### src/rtl/pc_sequencer.sv
// Program counter and flow controller for the 9-bit CPU: sequential fetch,
// relative branch, long jump, call/return through a small hardware stack, halt.
module pc_sequencer #(
  parameter int                PC_W        = 10,
  parameter int                STACK_DEPTH = 4,
  parameter logic [PC_W-1:0]   START_ADDR  = '0,
  localparam int               DW          = $clog2(STACK_DEPTH + 1)
) (
  input  logic            clk,
  input  logic            rst_n,
  input  logic            start,
  input  logic            stall,
  input  logic            op_br,
  input  logic            br_cond,
  input  logic [7:0]      br_off,
  input  logic            op_jmp,
  input  logic [PC_W-1:0] jmp_tgt,
  input  logic            op_call,
  input  logic [PC_W-1:0] call_tgt,
  input  logic            op_ret,
  input  logic            op_halt,
  output logic [PC_W-1:0] pc,
  output logic            fetch_en,
  output logic            done,
  output logic            stack_err,
  output logic [DW-1:0]   depth
);

  localparam int          SW   = (STACK_DEPTH > 1) ? $clog2(STACK_DEPTH) : 1;
  localparam logic [DW-1:0] FULL = DW'(STACK_DEPTH);

  typedef enum logic [1:0] {IDLE, RUN, HALT, ERR} state_t;

  state_t          state, state_nxt;
  logic [PC_W-1:0] pc_nxt;
  logic [DW-1:0]   depth_nxt;
  logic            push;

  logic [PC_W-1:0] stack [STACK_DEPTH];
  logic [PC_W-1:0] pc_inc;
  logic [PC_W-1:0] br_ext;
  logic [SW-1:0]   push_idx;
  logic [SW-1:0]   pop_idx;

  assign pc_inc   = pc + PC_W'(1);
  assign br_ext   = {{(PC_W-8){br_off[7]}}, br_off};
  // Entries live at [0 .. depth-1]; the top of stack is depth-1.
  assign push_idx = SW'(depth);
  assign pop_idx  = SW'(depth - DW'(1));

  always_ff @(posedge clk or negedge rst_n) begin
    if (!rst_n) begin
      state <= IDLE;
      pc    <= START_ADDR;
      depth <= '0;
    end else begin
      state <= state_nxt;
      pc    <= pc_nxt;
      depth <= depth_nxt;
    end
  end

  // Stack contents need no reset: depth alone says which entries are live.
  always_ff @(posedge clk) begin
    if (push) stack[push_idx] <= pc_inc;
  end

  always_comb begin
    state_nxt = state;
    pc_nxt    = pc;
    depth_nxt = depth;
    push      = 1'b0;
    case (state)
      IDLE, HALT, ERR: begin
        if (start) begin
          state_nxt = RUN;
          pc_nxt    = START_ADDR;
          depth_nxt = '0;
        end
      end
      RUN: begin
        if (!stall) begin
          if (op_halt) begin
            state_nxt = HALT;
          end else if (op_ret) begin
            if (depth == '0) begin
              state_nxt = ERR;
            end else begin
              pc_nxt    = stack[pop_idx];
              depth_nxt = depth - DW'(1);
            end
          end else if (op_call) begin
            // Overflow faults without touching the stack so it can be inspected.
            if (depth == FULL) begin
              state_nxt = ERR;
            end else begin
              push      = 1'b1;
              pc_nxt    = call_tgt;
              depth_nxt = depth + DW'(1);
            end
          end else if (op_jmp) begin
            pc_nxt = jmp_tgt;
          end else if (op_br && br_cond) begin
            pc_nxt = pc + br_ext;
          end else begin
            pc_nxt = pc_inc;
          end
        end
      end
      default: state_nxt = IDLE;
    endcase
  end

  assign fetch_en  = (state == RUN) && !stall;
  assign done      = (state == HALT);
  assign stack_err = (state == ERR);

endmodule

### config.mk
export PLATFORM = sky130hd
export DESIGN_NAME = pc_sequencer
export DESIGN_NICKNAME = d
export VERILOG_FILES = /design/src/rtl/pc_sequencer.sv
export SDC_FILE = /design/constraint.sdc
export NUM_CORES = 1
export LEC_CHECK = 0
export ABC_AREA = 1
export CAP_MARGIN = 30
export CORE_MARGIN = 2
export CORE_UTILIZATION = 54
export DETAILED_ROUTE_END_ITERATION = 6
export PLACE_DENSITY = 0.8
export SLEW_MARGIN = 5
export SYNTH_ARGS = -nofsm -noshare
export SYNTH_HDL_FRONTEND = slang
export SYNTH_SLANG_ARGS = --single-unit
### constraint.sdc
create_clock -name clk -period 3.3 [get_ports clk]
set_clock_uncertainty 0.2 [all_clocks]
set_input_delay 0.825 -clock clk [delete_from_list [all_inputs] [get_ports clk]]
set_output_delay 0.825 -clock clk [all_outputs]
set_load 0.02 [all_outputs]
==> impl_metrics.env <==
export IMPL_start_kind="primary input"
export IMPL_required_ns=2.27
export IMPL_area_growth_pct=21.3
export IMPL_core_area_um2=6240
export IMPL_grt_max_degree=24
export IMPL_syn_area_um2=3440
export IMPL_cts_tree="yes"
export IMPL_holdWs_ns=0.425
export IMPL_final_cell_mix="138 x nand2_1, 53 x clkdlybuf4s50_1, 43 x inv_1"
export IMPL_grt_usage_pct=24.7
export IMPL_syn_nets=484
export IMPL_antennaDiodeCount=0
export IMPL_crit_start="stall"
export IMPL_cts_htree_levels=2
export IMPL_io_pins=54
export IMPL_overflow=0
export IMPL_slew_violations=0
export IMPL_hold_start="pc[9]$_DFFE_PN0P_"
export IMPL_setup_viol_count_final=0
export IMPL_synth_edff_count=40
export IMPL_start_util_pct=55.1
export IMPL_critPathArrivalTime_ns=2.04
export IMPL_r2r_slack_ns=0.89
export IMPL_rows=29
export IMPL_die_w_um=83.8
export IMPL_crit_fanout=4
export IMPL_synth_sequential_area_ratio_pct=45.8
export IMPL_critPathCaptureType="primary output"
export IMPL_cellPowerDensity_nw_per_um2=697
export IMPL_ys_warnings_count=0
export IMPL_fp_dieH_um=83.8
export IMPL_synth_seq_cells=55
export IMPL_grt_setup_unrepaired="no"
export IMPL_die_area_um2=7030
export IMPL_gp_congestion=0.951
export IMPL_portBuffers=53
export IMPL_drive_gt1_share_pct=7.38
export IMPL_yosysUniqueCellTypes=37
export IMPL_total_power_uw=2910
export IMPL_clock_tree_root_cell="clkbuf_8"
export IMPL_nNetsFinal=542
export IMPL_post_cts_setup_buffers=0
export IMPL_synth_top_flop_cell="edfxtp_1"
export IMPL_setup_tns_ns=0
export IMPL_yosysTopAreaCellShare_pct=34.9
export IMPL_synth_area_leader_cell="edfxtp_1"
export IMPL_syn_area_per_cell_um2=8.02
export IMPL_dr_total_vias=3071
export IMPL_ir_worst_vdd_mv=0.417
export IMPL_antenna_found_initial=0
export IMPL_hold_path_class="register to register"
export IMPL_setup_worst_path_class="primary input to primary output"
export IMPL_wl_per_cell_um=14.8
export IMPL_drtIter0Drc=177
export IMPL_cts_made_buffers=5
export IMPL_synth_area_leaders="edfxtp_1 35%, nand2_1 15%, dfrtp_1 11%"
export IMPL_tightest_slew_ns=0.836
export IMPL_fillers=497
export IMPL_mostFrequentLayoutCell="nand2_1"
export IMPL_insertion_delay_ns=0.30
export IMPL_post_route_period_util_pct=93.0
export IMPL_firstDrtPassIters=5
export IMPL_grt_pass1_vias=2876
export IMPL_clkTransAtPathRegs_ns=0.11
export IMPL_post_route_drc_count=0
export IMPL_hold_buffers=0
export IMPL_routed_wl_mm=8.34
export IMPL_status="complete, no violations"
export IMPL_grt_pass1_wl_mm=13.9
export IMPL_clock_sinks=55
export IMPL_place_hpwl_mm=6.28
export IMPL_clk_path_buf_depth=2
export IMPL_hold_violations=0
export IMPL_max_freq_ghz=0.326
export IMPL_fin_crit_ns=3.07
export IMPL_synthArstFlopShare_pct=27.3
export IMPL_max_cap_violations=0
export IMPL_relSlewSlack_pct=44.1
export IMPL_ant_nets=0
export IMPL_cts_resized=0
export IMPL_p_leak_uw=0.00185
export IMPL_r2r_start="depth[0]$_DFFE_PN0P_"
export IMPL_syn_instance_count=429
export IMPL_vias_per_cell=5.44
## report_power, final
group / leakage [µW] / switching (µW) / total (µW) / internal, µW
clock: 0.0000502 / 227 / 385 / 158
combinational: 0.00125 / 952 / 1510 / 563
sequential: 0.000556 / 127 / 1010 / 882
## final cells by class
| cell class | count | area (µm²) | share of cell area [%] |
|---|---|---|---|
| clock inverter | 3 | 28.8 | 0.690 |
| multi-input combinational | 315 | 1620 | 38.9 |
| clock buffer | 5 | 68.8 | 1.65 |
| timing repair buffer | 62 | 598 | 14.3 |
| sequential | 55 | 1580 | 37.8 |
| inverter | 48 | 183 | 4.38 |
| tap | 77 | 96.3 | 2.31 |
## flip-flops by register name, indices dropped and copies added, names as in the netlist
signal  cells
stack      40
pc         10
depth       3
state       2
## synth_stat cells, types with 2 or more instances
cell      count
clkinv_1      2
or2_2         3
inv_2         2
xnor2_1       2
dfrtp_1      15
nand2_1     138
o211ai_1      4
nand2_4       2
nor2_1       35
xor2_1        4
edfxtp_1     40
nor3_1        4
ha_1         16
o22ai_1       2
nor2_4        3
nand3_1      40
a21oi_1      23
o221ai_1      2
clkbuf_1      3
nand4_1       6
o21ai_0      17
buf_2         5
nor3_2        4
inv_1        43
o21ai_1       2
## per-stage QoR
| step | setup WS [ns] | cell area [µm²] | utilization (%) | std cells |
|---|---|---|---|---|
| 2_1_floorplan | 0.796 | 3440 | - | 429 |
| 3_3_place_gp | 0.245 | 4080 | 65.3 | 557 |
| 3_5_place_dp | 0.229 | 4080 | 65.3 | 557 |
| 4_1_cts | 0.229 | 4170 | 66.9 | 565 |
| 5_1_grt | 0.205 | 4170 | 66.9 | 565 |
| 6_report | 0.231 | 4170 | 66.9 | 565 |
## critical path, stage by stage
cell,delay (ns)
clkdlybuf4s50_1,0.44
nor2_4,0.16
clkdlybuf4s50_1,0.62
## per-layer routing
layer	wire length (µm)	track usage (%)	up-vias	share of wire, %
li1	-	-	1539	-
met5	0	0	-	0
met4	141	6.74	0	1.7
met1	3710	33.4	1423	45
met3	329	1.98	14	3.9
met2	4150	42.8	95	50
## final timing paths
check	endpoint	cells past startpoint
worst max-delay path	fetch_en	3
worst min-delay path	pc[9]$_DFFE_PN0P_	2
worst max register to register	pc[7]$_DFFE_PN0P_	13
worst min register to register	pc[9]$_DFFE_PN0P_	2
max in group asynchronous	depth[1]$_DFFE_PN0P_	1
min in group asynchronous	pc[6]$_DFFE_PN0P_	1
## cell families (layout without fill, tap and decap cells)
kind of cell | after synthesis | count (layout) | synth area share (%)
AO/OA/AOI/OAI | 54 | 54 | 8.95
XOR/XNOR | 6 | 6 | 1.53
adder cells (fa/ha/maj) | 17 | 17 | 6.40
buffers and inverters | 59 | 118 | 7.05
flip-flops | 55 | 55 | 45.8
AND/OR/NAND/NOR | 238 | 238 | 30.3
(Power assumes the default switching activity.)
